`src/rtl/apb_bridge_pkg.sv`:
```
// Shared types and constants for the APB-to-memory bridge slave.
package apb_bridge_pkg;

   typedef enum logic [1:0] {
      ST_IDLE     = 2'd0,
      ST_ACCESS   = 2'd1,
      ST_MEM_WAIT = 2'd2,
      ST_RESP     = 2'd3
   } state_e;

   localparam int unsigned DEF_BUS_WIDTH    = 64;
   localparam int unsigned DEF_OFS_BITS     = 5;
   localparam logic [4:0]  DEF_RO_FLAGS_OFS = 5'h0C;
   localparam logic [4:0]  DEF_RO_SP_OFS    = 5'h10;

   function automatic int unsigned strb_width(input int unsigned bus_width);
      return bus_width / 8;
   endfunction

   // Counter only needs to reach timeout-1.
   function automatic int unsigned tmr_width(input int unsigned timeout);
      return (timeout <= 2) ? 1 : $clog2(timeout);
   endfunction

endpackage

```
`src/rtl/apb_mem_bridge_slave_timer.sv`:
```
// Wait-state timer: counts cycles while enabled, flags expiry on the TIMEOUT-th cycle.
module apb_wait_timer
   import apb_bridge_pkg::*;
#(
   parameter int unsigned TIMEOUT = 16
) (
   input  logic clk_i,
   input  logic rst_i,
   input  logic clear_i,
   input  logic en_i,
   output logic expired_o
);

   localparam int unsigned CW = tmr_width(TIMEOUT);

   logic [CW-1:0] cnt_q;
   logic [CW-1:0] cnt_d;

   assign expired_o = (cnt_q == CW'(TIMEOUT - 1));

   always_comb begin
      cnt_d = cnt_q;
      if (clear_i) begin
         cnt_d = '0;
      end else if (en_i && !expired_o) begin
         cnt_d = cnt_q + CW'(1);
      end
   end

   always_ff @(posedge clk_i or posedge rst_i) begin
      if (rst_i) begin
         cnt_q <= '0;
      end else begin
         cnt_q <= cnt_d;
      end
   end

endmodule

```
`src/rtl/apb_mem_bridge_slave.sv`:
```
// APB slave bridging to a req/ack memory port with byte strobes, wait states,
// timeout, read-only offset protection and a saturating error counter.
module apb_mem_bridge_slave
   import apb_bridge_pkg::*;
#(
   parameter int unsigned         DATA_WIDTH    = 32,
   parameter int unsigned         BUS_WIDTH     = DEF_BUS_WIDTH,
   parameter int unsigned         ADDR_WIDTH    = 32,
   parameter int unsigned         OFS_BITS      = DEF_OFS_BITS,
   parameter logic [OFS_BITS-1:0] RO_FLAGS_OFS  = OFS_BITS'(DEF_RO_FLAGS_OFS),
   parameter logic [OFS_BITS-1:0] RO_SP_OFS     = OFS_BITS'(DEF_RO_SP_OFS),
   parameter int unsigned         TIMEOUT       = 16,
   parameter int unsigned         ERR_CNT_WIDTH = 8
) (
   input  logic                     clk_i,
   input  logic                     rst_i,
   input  logic                     psel_i,
   input  logic                     penable_i,
   input  logic                     pwrite_i,
   input  logic [BUS_WIDTH/8-1:0]   pstrb_i,
   input  logic [BUS_WIDTH-1:0]     pwdata_i,
   input  logic [ADDR_WIDTH-1:0]    paddr_i,
   output logic [BUS_WIDTH-1:0]     prdata_o,
   output logic                     pready_o,
   output logic                     pslverr_o,
   output logic                     busy_o,
   input  logic                     start_bit_i,
   output logic                     mem_req_o,
   output logic                     mem_we_o,
   output logic [ADDR_WIDTH-1:0]    mem_addr_o,
   output logic [BUS_WIDTH-1:0]     mem_wdata_o,
   output logic [BUS_WIDTH/8-1:0]   mem_be_o,
   input  logic                     mem_ack_i,
   input  logic [BUS_WIDTH-1:0]     mem_rdata_i,
   output logic [ERR_CNT_WIDTH-1:0] err_cnt_o
);

   localparam int unsigned STRB_W = strb_width(BUS_WIDTH);

   if ((BUS_WIDTH % 8 != 0) || (BUS_WIDTH / DATA_WIDTH < 1) || (TIMEOUT < 2)) begin : g_param_check
      $error("apb_mem_bridge_slave: illegal parameter combination");
   end

   state_e                   state_q, state_d;
   logic [ADDR_WIDTH-1:0]    addr_q, addr_d;
   logic                     pwrite_q, pwrite_d;
   logic [BUS_WIDTH-1:0]     wdata_q, wdata_d;
   logic [STRB_W-1:0]        strb_q, strb_d;
   logic                     err_q, err_d;
   logic                     aband_q, aband_d;
   logic                     mem_req_q, mem_req_d;
   logic [STRB_W-1:0]        mem_be_q, mem_be_d;
   logic [BUS_WIDTH-1:0]     prdata_q, prdata_d;
   logic                     pslverr_q, pslverr_d;
   logic [ERR_CNT_WIDTH-1:0] err_cnt_q, err_cnt_d;
   logic                     tmr_clear;
   logic                     tmr_expired;
   logic                     ro_hit;

   apb_wait_timer #(.TIMEOUT(TIMEOUT)) u_timer (
      .clk_i     (clk_i),
      .rst_i     (rst_i),
      .clear_i   (tmr_clear),
      .en_i      (state_q == ST_MEM_WAIT),
      .expired_o (tmr_expired)
   );

   assign ro_hit = (paddr_i[OFS_BITS-1:0] == RO_FLAGS_OFS) ||
                   (paddr_i[OFS_BITS-1:0] == RO_SP_OFS);

   // Next-state, capture and response decode.
   always_comb begin
      state_d   = state_q;
      addr_d    = addr_q;
      pwrite_d  = pwrite_q;
      wdata_d   = wdata_q;
      strb_d    = strb_q;
      err_d     = err_q;
      aband_d   = aband_q;
      mem_req_d = mem_req_q;
      mem_be_d  = mem_be_q;
      prdata_d  = '0;
      pslverr_d = 1'b0;
      err_cnt_d = err_cnt_q;
      tmr_clear = 1'b0;

      unique case (state_q)
         ST_IDLE: begin
            if (psel_i && !penable_i) begin
               addr_d   = paddr_i;
               pwrite_d = pwrite_i;
               wdata_d  = pwdata_i;
               strb_d   = pstrb_i;
               err_d    = start_bit_i || (!pwrite_i && (|pstrb_i)) || (pwrite_i && ro_hit);
               state_d  = ST_ACCESS;
            end
         end
         ST_ACCESS: begin
            if (!psel_i) begin
               state_d = ST_IDLE;
            end else if (penable_i) begin
               if (err_q) begin
                  state_d   = ST_RESP;
                  pslverr_d = 1'b1;
               end else if (pwrite_q && (strb_q == '0)) begin
                  state_d = ST_RESP;
               end else begin
                  state_d   = ST_MEM_WAIT;
                  mem_req_d = 1'b1;
                  mem_be_d  = pwrite_q ? strb_q : '1;
                  aband_d   = 1'b0;
                  tmr_clear = 1'b1;
               end
            end
         end
         ST_MEM_WAIT: begin
            if (!psel_i) begin
               aband_d = 1'b1;
            end
            // Ack wins over a coinciding timeout.
            if (mem_ack_i || tmr_expired) begin
               mem_req_d = 1'b0;
               if (aband_d) begin
                  state_d = ST_IDLE;
               end else begin
                  state_d   = ST_RESP;
                  pslverr_d = !mem_ack_i;
                  prdata_d  = (mem_ack_i && !pwrite_q) ? mem_rdata_i : '0;
               end
            end
         end
         ST_RESP: begin
            state_d = ST_IDLE;
         end
         default: begin
            state_d = ST_IDLE;
         end
      endcase

      if (pslverr_d && (err_cnt_q != '1)) begin
         err_cnt_d = err_cnt_q + ERR_CNT_WIDTH'(1);
      end
   end

   always_ff @(posedge clk_i or posedge rst_i) begin
      if (rst_i) begin
         state_q   <= ST_IDLE;
         addr_q    <= '0;
         pwrite_q  <= 1'b0;
         wdata_q   <= '0;
         strb_q    <= '0;
         err_q     <= 1'b0;
         aband_q   <= 1'b0;
         mem_req_q <= 1'b0;
         mem_be_q  <= '0;
         prdata_q  <= '0;
         pslverr_q <= 1'b0;
         err_cnt_q <= '0;
      end else begin
         state_q   <= state_d;
         addr_q    <= addr_d;
         pwrite_q  <= pwrite_d;
         wdata_q   <= wdata_d;
         strb_q    <= strb_d;
         err_q     <= err_d;
         aband_q   <= aband_d;
         mem_req_q <= mem_req_d;
         mem_be_q  <= mem_be_d;
         prdata_q  <= prdata_d;
         pslverr_q <= pslverr_d;
         err_cnt_q <= err_cnt_d;
      end
   end

   assign pready_o    = (state_q == ST_RESP);
   assign busy_o      = (state_q != ST_IDLE);
   assign prdata_o    = prdata_q;
   assign pslverr_o   = pslverr_q;
   assign mem_req_o   = mem_req_q;
   assign mem_we_o    = pwrite_q;
   assign mem_addr_o  = addr_q;
   assign mem_wdata_o = wdata_q;
   assign mem_be_o    = mem_be_q;
   assign err_cnt_o   = err_cnt_q;

endmodule

```
`config.mk`:
```
export PLATFORM = sky130hd
export DESIGN_NAME = apb_mem_bridge_slave
export DESIGN_NICKNAME = d
export VERILOG_FILES = /design/src/rtl/apb_bridge_pkg.sv /design/src/rtl/apb_mem_bridge_slave_timer.sv /design/src/rtl/apb_mem_bridge_slave.sv
export SDC_FILE = /design/constraint.sdc
export NUM_CORES = 1
export LEC_CHECK = 0
export ABC_AREA = 1
export ABC_CLOCK_PERIOD_IN_PS = 6400
export BUFFER_PORTS_ARGS = -buffer_cell sky130_fd_sc_hd__buf_2
export CORE_ASPECT_RATIO = 0.8
export CORE_UTILIZATION = 43
export CTS_BUF_LIST = sky130_fd_sc_hd__clkbuf_8
export CTS_CLUSTER_DIAMETER = 40
export DETAILED_ROUTE_END_ITERATION = 8
export PLACE_DENSITY_LB_ADDON = 0.2
export SLEW_MARGIN = 20
export SYNTH_ARGS = -nofsm -noshare
export SYNTH_HDL_FRONTEND = slang
export SYNTH_SLANG_ARGS = --single-unit
```
`constraint.sdc`:
```
create_clock -name clk_i -period 6.4 [get_ports clk_i]
set_clock_uncertainty 0.05 [all_clocks]
set_input_delay 1.28 -clock clk_i [delete_from_list [all_inputs] [get_ports clk_i]]
set_output_delay 1.28 -clock clk_i [all_outputs]
set_load 0.03 [all_outputs]
```
# Word-level counts from Yosys, hierarchy flattened
# Index checks and enable logic that the tools add are counted.
# op_classes
add_sub_neg	2
n_eq_ne	14
n_mux	39
n_bitwise	2
reduce_logical	27
# ops
operator	count
2-to-1 mux 64 bit	4
2-to-1 mux 1 bit	23
inequality test 2 bit, second input constant	6
2-to-1 mux 2 bit	5
AND reduction 5 bit	2
adder 8 x 1 -> 8 bit, second input constant	1
logical NOT 8 bit	1
2-to-1 mux 4 bit	2
2-to-1 mux 8 bit	1
inequality test 8 bit, second input constant	1
case mux 2 bit (4 select lines)	1
OR reduction 8 bit	1
logical AND 1 bit	7
case mux 1 bit (2 select lines)	3
AND reduction 6 bit	1
nonzero test 2 bit	3
== test 5 x 4 -> 1 bit, second input constant	1
== test 5 bit, second input constant	1
logical NOT 1 bit	5
adder 4 x 1 -> 4 bit, second input constant	1
== test 2 bit, second input constant	2
== test 4 bit, second input constant	1
logical OR 1 bit	4
inequality test 3 bit, second input constant	1
other kinds (5)	6
# totals
regBits	195
input_bits	175
out_inout_bits	181
wordCells	97

# Longest topological paths before layout
# Gate-level depths: netlist (run 1).
# depth
ltp_word	8
depth_mapped	10
mapped_depth_nobuf	9

# By module
# A second synthesis (run 1) with hierarchy kept.
# unflattened
cells_unflattened	838
hier_area_um2	7531.0
# by_module_without_submodules
module	n_inst	cells_per_inst	area_each_um2	seq_area_each_um2
apb_mem_bridge_slave	1	808	7302.0	4779.6
apb_wait_timer	1	30	229.0	100.1

# Least setup slack after synthesis (run 1)
# Ideal clock, no wire load.
# synth_path
kind	reg2out
from	register state_q[0]
to	output busy_o
arrival_ps	852
t_required_ps	5070
setup_slack_ps	4218
path_stages_with_launch	4
path_buffers	0
path_cell_list	dfrtp_1 inv_1 ha_1 inv_1
# synth_between
elab_chain_cells	1
# synth_rtl
element	line_no	rtl
start: declaration	apb_mem_bridge_slave.sv:44	state_e state_q, state_d;
start signal: assignment	apb_mem_bridge_slave.sv:160	state_q <= state_d;
nonzero test 2 bit	apb_mem_bridge_slave.sv:176	assign busy_o = (state_q != ST_IDLE);
end: declaration	apb_mem_bridge_slave.sv:26	output logic busy_o,
# No other way between the ends.

# Worst setup path after layout (run 1)
# Same ends and word-level chain as after synthesis.

==> results of run 1 <==
==> final cells by class <==
cell class	count	share of cell area (%)
Sequential cell	195	49.4
Multi-Input combinational cell	562	23.7
Timing Repair Buffer	361	18.5
Clock buffer	21	2.92
Tap cell	220	2.78
Clock inverter	11	1.40
Inverter	36	1.40
==> metrics by stage <==
step | cells | hold WS [ps] | total power (µW) | utilization [%] | instance area (µm²)
floorplan | 831 | 403 | 3210 | - | 7530
global placement | 1374 | 408 | 3820 | 56.2 | 9450
detailed placement | 1374 | 409 | 3850 | 56.2 | 9450
CTS | 1406 | 434 | 4700 | 58.8 | 9880
global route | 1406 | 449 | 4950 | 58.8 | 9890
finish | 1406 | 431 | 4660 | 58.8 | 9890
==> cell usage after synthesis, types with 2 or more instances <==
cell / n / area (µm²)
nor3_1: 2 / 10.0
xor2_1: 4 / 35.0
buf_6: 2 / 22.5
xnor2_1: 4 / 35.0
o21ai_2: 3 / 26.3
inv_1: 34 / 128
clkbuf_1: 5 / 18.8
ha_1: 6 / 75.1
o21ai_0: 25 / 125
nand4_1: 4 / 25.0
nand3_2: 2 / 20.0
nand3_1: 13 / 65.1
dfrtp_1: 195 / 4880
or2_2: 2 / 12.5
buf_2: 24 / 120
buf_1: 7 / 26.3
nand2_1: 407 / 1530
a21oi_1: 3 / 15.0
nor2_1: 81 / 304
==> final timing paths <==
kind / startpoint / end / slack, ps / cells after the start
max: state_q[0] / busy_o / 3540 / 4
min: mem_wdata_o[63] / mem_wdata_o[63] / 430 / 2
max reg2reg: state_q[0] / mem_wdata_o[60] / 4060 / 7
min reg2reg: mem_wdata_o[63] / mem_wdata_o[63] / 430 / 2
max in group asynchronous: rst_i / mem_wdata_o[16] / 4500 / 3
min in group asynchronous: rst_i / mem_wdata_o[58] / 660 / 2
==> kinds of logic after synthesis <==
logic type               after synthesis  share of synthesized area (%)
AO/OA/AOI/OAI                         34                           2.56
XOR/XNOR                               8                          0.931
adder cells (fa/ha/maj)                6                          0.997
buffers and inverters                 74                           4.29
flip-flops                           195                           64.8
AND/OR/NAND/NOR                      514                           26.4
==> power groups by stage <==
stage	Combinational [µW]	Sequential, µW	Clock (µW)
3_3_place_gp	1920	1900	0
6_report	1940	1880	842
4_1_cts	1960	1880	866
5_1_grt	2110	1920	917
2_1_floorplan	616	2590	0
3_5_place_dp	1960	1900	0
==> worst max-delay path, stage by stage (launching register included) <==
cell     delay [ps]
dfrtp_1         390
inv_1            90
ha_1            240
inv_1           130
buf_2           230
==> sequential cells by signal (all words and copies together), names as in the netlist <==
register and flops:
mem_wdata_o 64, strb_q 8, state_q 2, u_timer.cnt_q 4
mem_addr_o 32, aband_q 1, mem_req_o 1, err_cnt_o 8
mem_be_o 8, err_q 1, pslverr_o 1, prdata_o 64
mem_we_o 1
==> per-layer routing <==
metal	share of wire (%)	global-route usage [%]	vias to the layer above
met5	0.034	0	-
met4	2.3	9.60	2
met3	7.6	7.36	31
met2	49	38.5	216
met1	41	26.3	2921
li1	-	-	3200
==> summary.txt, run 1 <==
I/O pin count = 356
Die width = 150 µm
Post-CTS setup buffer count = 0
Status = finished, final reports clean
Max_cap viols = 0
Gate power share = 41.6%
Largest net degree at the start of global routing = 118
Endpoints failing hold = 0
Multi-input gate area = 2340 µm²
Routed Antenna Nets = 0
DRC = 0
Initial core utilization = 44.8%
Final nets = 1354
Most frequent cells in the layout = nand2_1 (406), buf_2 (355), dfrtp_1 (195)
Main synth FF type = dfrtp_1
Syn_area_per_cell = 9.06 µm²
Remaining global-route overflow = 0
Post-DP HPWL = 14.6 mm
Die footprint = 18000 µm²
Peak VDD IR = 0.247 mV
FP Rows = 42
Setup TNS = 0 ps
Slew @ Worst Pin = 1010 ps
Crit Path Category = reg2out
Share of flip-flops with an asynchronous set or reset = 100%
Commonest non-fill, non-tap cell in the layout = nand2_1
Number of synthesized flops with an enable pin = 0
Synthesized area = 7530 µm²
YS warnings = 0
Flops & latches, synth = 195
Fillers = 1541
Number of buffers created by CTS = 17
Clock power frac = 18.1%
Clock slew at reported path FFs = 100 ps
Fin. max-slew vios = 0
Clock Tree Buf Depth = 2
Worst Path Arrival = 1530 ps
WL/cell = 14.4 µm
Ant. Diodes = 0
Chip height = 120 µm
Total wire length = 20.3 mm
Register share of total power = 40.3%
Share of cells above drive strength 1 = 34.3%
RSZ-0062 raised after global routing = no
Synth unique cells = 27
Fmax = 0.349 GHz
GRT Util Overall = 22.7%
Final worst slack = 3540 ps
Routability Congestion = 0.791
Switching portion of total power = 44.6%
CTS resizes = 0
WP data required = 5070 ps
DR vias = 6370
Leak = 0.00577 µW
Crit path time final = 2860 ps
Hold Buf Count CTS = 0
Core ar. = 16800 µm²
CTS Sinks = 195
Pre-CTS setup slack = 3330 ps
Final setup viols = 0
H-Tree Depth = 4
Via density = 4.53
Synthesized instance count = 831
Initial antenna violation count = 1
Port bufs = 355
Fin crit share = 44.7%
Pre-antenna DRT Iters = 6
First-pass GRT wire length = 30.8 mm
P_sw = 2080 µW
Internal power = 2580 µW
Vias in the first global route = 6033
Worst min path class = reg2reg
Root Driver = clkbuf_8
CP Max Fanout = 4
Worst setup SP type = flop
Worst-Skew Late Latency = 460 ps
DRT iter0 DRCs = 354
CTS tree = yes
Layout area overhead = 31.4%
Power density over the cells = 471 nW/µm²
CP Capture Type = output port
Reg area = 4880 µm²
Slew headroom = 32.9%
Synth Net Count = 1012
Register area share after synthesis = 64.8%
No activity file was read; power rests on OpenSTA's default activity.
==> inputs of run 2 (changes only) <==
--- a/config.mk
+++ b/config.mk
@@ -6,13 +6,13 @@
 export NUM_CORES = 1
 export LEC_CHECK = 0
 export ABC_AREA = 1
-export ABC_CLOCK_PERIOD_IN_PS = 6400
+export ABC_CLOCK_PERIOD_IN_PS = 3000
 export BUFFER_PORTS_ARGS = -buffer_cell sky130_fd_sc_hd__buf_2
-export CORE_ASPECT_RATIO = 0.8
-export CORE_UTILIZATION = 43
+export CORE_AREA = 2 2 137 139
 export CTS_BUF_LIST = sky130_fd_sc_hd__clkbuf_8
 export CTS_CLUSTER_DIAMETER = 40
 export DETAILED_ROUTE_END_ITERATION = 8
+export DIE_AREA = 0 0 139 141
 export PLACE_DENSITY_LB_ADDON = 0.2
 export SLEW_MARGIN = 20
 export SYNTH_ARGS = -nofsm -noshare
==> constraint.sdc (replaced) <==
create_clock -name clk_i -period 3 [get_ports clk_i]
set_clock_uncertainty 0.05 [all_clocks]
set_input_delay 0.6 -clock clk_i [delete_from_list [all_inputs] [get_ports clk_i]]
set_output_delay 0.6 -clock clk_i [all_outputs]
set_load 0.03 [all_outputs]
==> run 2 against run 1 <==
Cell count increased by 1.6%; combinational power increased by 120%; register-to-register slack got worse by 2900 ps; wire length decreased by 0.52%; final area increased by 0.80%; sequential share of layout area decreased by 0.39 points; first-iteration DRC count decreased by 4.0%; sequential cell count unchanged; sequential power increased by 110%; critical path depth unchanged; clock-buffer cell count decreased by 4; largest cell class unchanged; largest power group unchanged; highest routed layer is now met4.
==> summary.txt, run 2 (synthesized netlist as in run 1, its figures left out) <==
Largest net degree at the start of global routing = 67 (was 118)
Worst Path Arrival = 1520 ps (was 1530 ps)
CTS tree = yes (unchanged)
WP data required = 2350 ps (was 5070 ps)
First-pass GRT wire length = 32.1 mm (was 30.8 mm)
FP Rows = 50 (was 42)
Die footprint = 19600 µm² (was 18000 µm²)
Worst r2r path cells = 7 (unchanged)
Commonest non-fill, non-tap cell in the layout = nand2_1 (unchanged)
GRT Util Overall = 20.7% (was 22.7%)
Max_cap viols = 0 (unchanged)
Die width = 139 µm (was 150 µm)
Status = finished, final reports clean (unchanged)
Clock Tree Buf Depth = 2 (unchanged)
CP Capture Type = output port (unchanged)
Port bufs = 355 (unchanged)
Peak VDD IR = 0.585 mV (was 0.247 mV)
Core Util, Final = 54.5% (was 58.8%)
Fmax = 0.460 GHz
Chip height = 141 µm (was 120 µm)
Power density over the cells = 980 nW/µm² (was 471 nW/µm²)
Crit Path Category = reg2out (unchanged)
Pre-antenna DRT Iters = 4 (was 6)
Final setup viols = 0 (unchanged)
Setup TNS = 0 ps (unchanged)
CP Max Fanout = 4 (unchanged)
Leak = 0.00581 µW (was 0.00577 µW)
Initial antenna violation count = 0 (was 1)
RSZ-0062 raised after global routing = no (unchanged)
DRT iter0 DRCs = 340 (was 354)
Via density = 4.45 (was 4.53)
WL/cell = 14.1 µm (was 14.4 µm)
Remaining global-route overflow = 0 (unchanged)
Worst min path class = in2async (was reg2reg)
Reg2reg start = state_q[0] (unchanged)
Clock slew at reported path FFs = 100 ps (about the same)
GR Layer Usage met3 = 6.59% (was 7.36%)
Post-CTS setup buffer count = 0 (unchanged)
Root Driver = clkbuf_8 (unchanged)
Final nets = 1364 (was 1354)
Routed Antenna Nets = 0 (unchanged)
Share of cells above drive strength 1 = 34.7% (was 34.3%)
Hold Buf Count CTS = 0 (unchanged)
Worst setup SP type = flop (unchanged)
CP dominant cell by count = inv_1 (unchanged)
Routability Congestion = 0.810 (was 0.791)
Slew @ Worst Pin = 869 ps (was 1010 ps)
Endpoints failing hold = 0 (unchanged)
Number of buffers created by CTS = 17 (unchanged)
Critical path buffer and inverter count = 3 (unchanged)
DR vias = 6356 (was 6370)
Slowest CP cell = dfrtp_1 (unchanged)
H-Tree Depth = 4 (unchanged)
Fin crit share = 72.4%
Total wire length = 20.2 mm (was 20.3 mm)
Non-filler cells, final = 1429 (was 1406)
Crit path time final = 2170 ps
Worst-Skew Late Latency = 480 ps (was 460 ps)
I/O pin count = 356 (unchanged)
Fin. max-slew vios = 0 (unchanged)
Reg-to-Reg End = state_q[1] (was mem_wdata_o[60])
Post-DP HPWL = 14.9 mm (was 14.6 mm)
CP Cell Sequence = inv_1 > ha_1 > inv_1 > buf_2 (unchanged)
Initial core utilization = 41.2% (was 44.8%)
CTS resizes = 0 (unchanged)
Core ar. = 18300 µm² (was 16800 µm²)
DRC = 0 (unchanged)
Hold_ws = 240 ps (was 431 ps)
Busiest grt layer = met2 (unchanged)
CTS Sinks = 195 (unchanged)
Placed cell count = 1398 (was 1374)
Stages on the worst setup path = 4 (unchanged)
Ant. Diodes = 0 (unchanged)
CP max stage delay = 410 ps (was 390 ps)
Slew headroom = 42.0% (was 32.9%)
Reg2reg setup slack = 1120 ps (was 4060 ps)
Met2 Use GR = 35.0% (was 38.5%)
Fillers = 1719 (was 1541)
Layout area overhead = 32.4% (was 31.4%)
Delay-heaviest family, CP = buffers and inverters (unchanged)
Met1 GRT Util = 25.0% (was 26.3%)
Vias in the first global route = 6219 (was 6033)
Most frequent cells in the layout = nand2_1 (406), buf_2 (355), dfrtp_1 (195) (unchanged)
[run 2: cell count changes in the layout (fill, tap and decap cells not counted), sizes merged]
cell	change
buf	+10
bufinv	-2
clkinv	+2
inv	+3
clkbuf	-4
[run 2: stage by stage]
step	setup slack (ps)	area, µm²	total power, µW
floorplan	-168	7530	6850
global placement	1050	9610	8180
detailed placement	1040	9610	8260
CTS	779	9960	9880
global route	718	9960	10400
finish	828	9960	9770
[run 2: worst max path at each step]
stage / start / end / slack, ps
2_1_floorplan: rst_i / aband_q / -170
3_3_place_gp: penable_i / err_q / 1050
3_5_place_dp: penable_i / err_q / 1040
4_1_cts: state_q[1] / busy_o / 780
5_1_grt: state_q[0] / busy_o / 720
6_report: state_q[1] / busy_o / 830
[run 2: power breakdown]
group	internal (µW)	leakage (µW)	switching, µW	total (µW)
clock	597	0.000182	1000	1600
sequential	3490	0.00253	473	3960
combinational	1190	0.00310	3010	4200
total	5280	0.00581	4490	9770
[run 2: layer usage]
metal | vias up | wire, µm | share of wire (%)
li1 | 3208 | - | -
met1 | 2904 | 8080 | 40
met2 | 215 | 10200 | 50
met3 | 29 | 1500 | 7.4
met4 | 0 | 420 | 2.1
met5 | - | 0 | 0
[run 2: area by class of cell]
class | count | area, µm² | area share, %
Sequential cell | 195 | 4880 | 49.0
Inverter | 36 | 139 | 1.39
Clock buffer | 17 | 234 | 2.35
Tap cell | 234 | 293 | 2.94
Multi-Input combinational cell | 562 | 2340 | 23.5
Timing Repair Buffer | 371 | 1960 | 19.7
Clock inverter | 14 | 121 | 1.22
[run 2: worst reg2reg max path: stages (launching register included)]
cell,delay [ps]
dfrtp_1,410
inv_1,100
ha_1,230
nand3_2,140
inv_2,60
buf_4,500
o21ai_0,140
o21ai_0,180
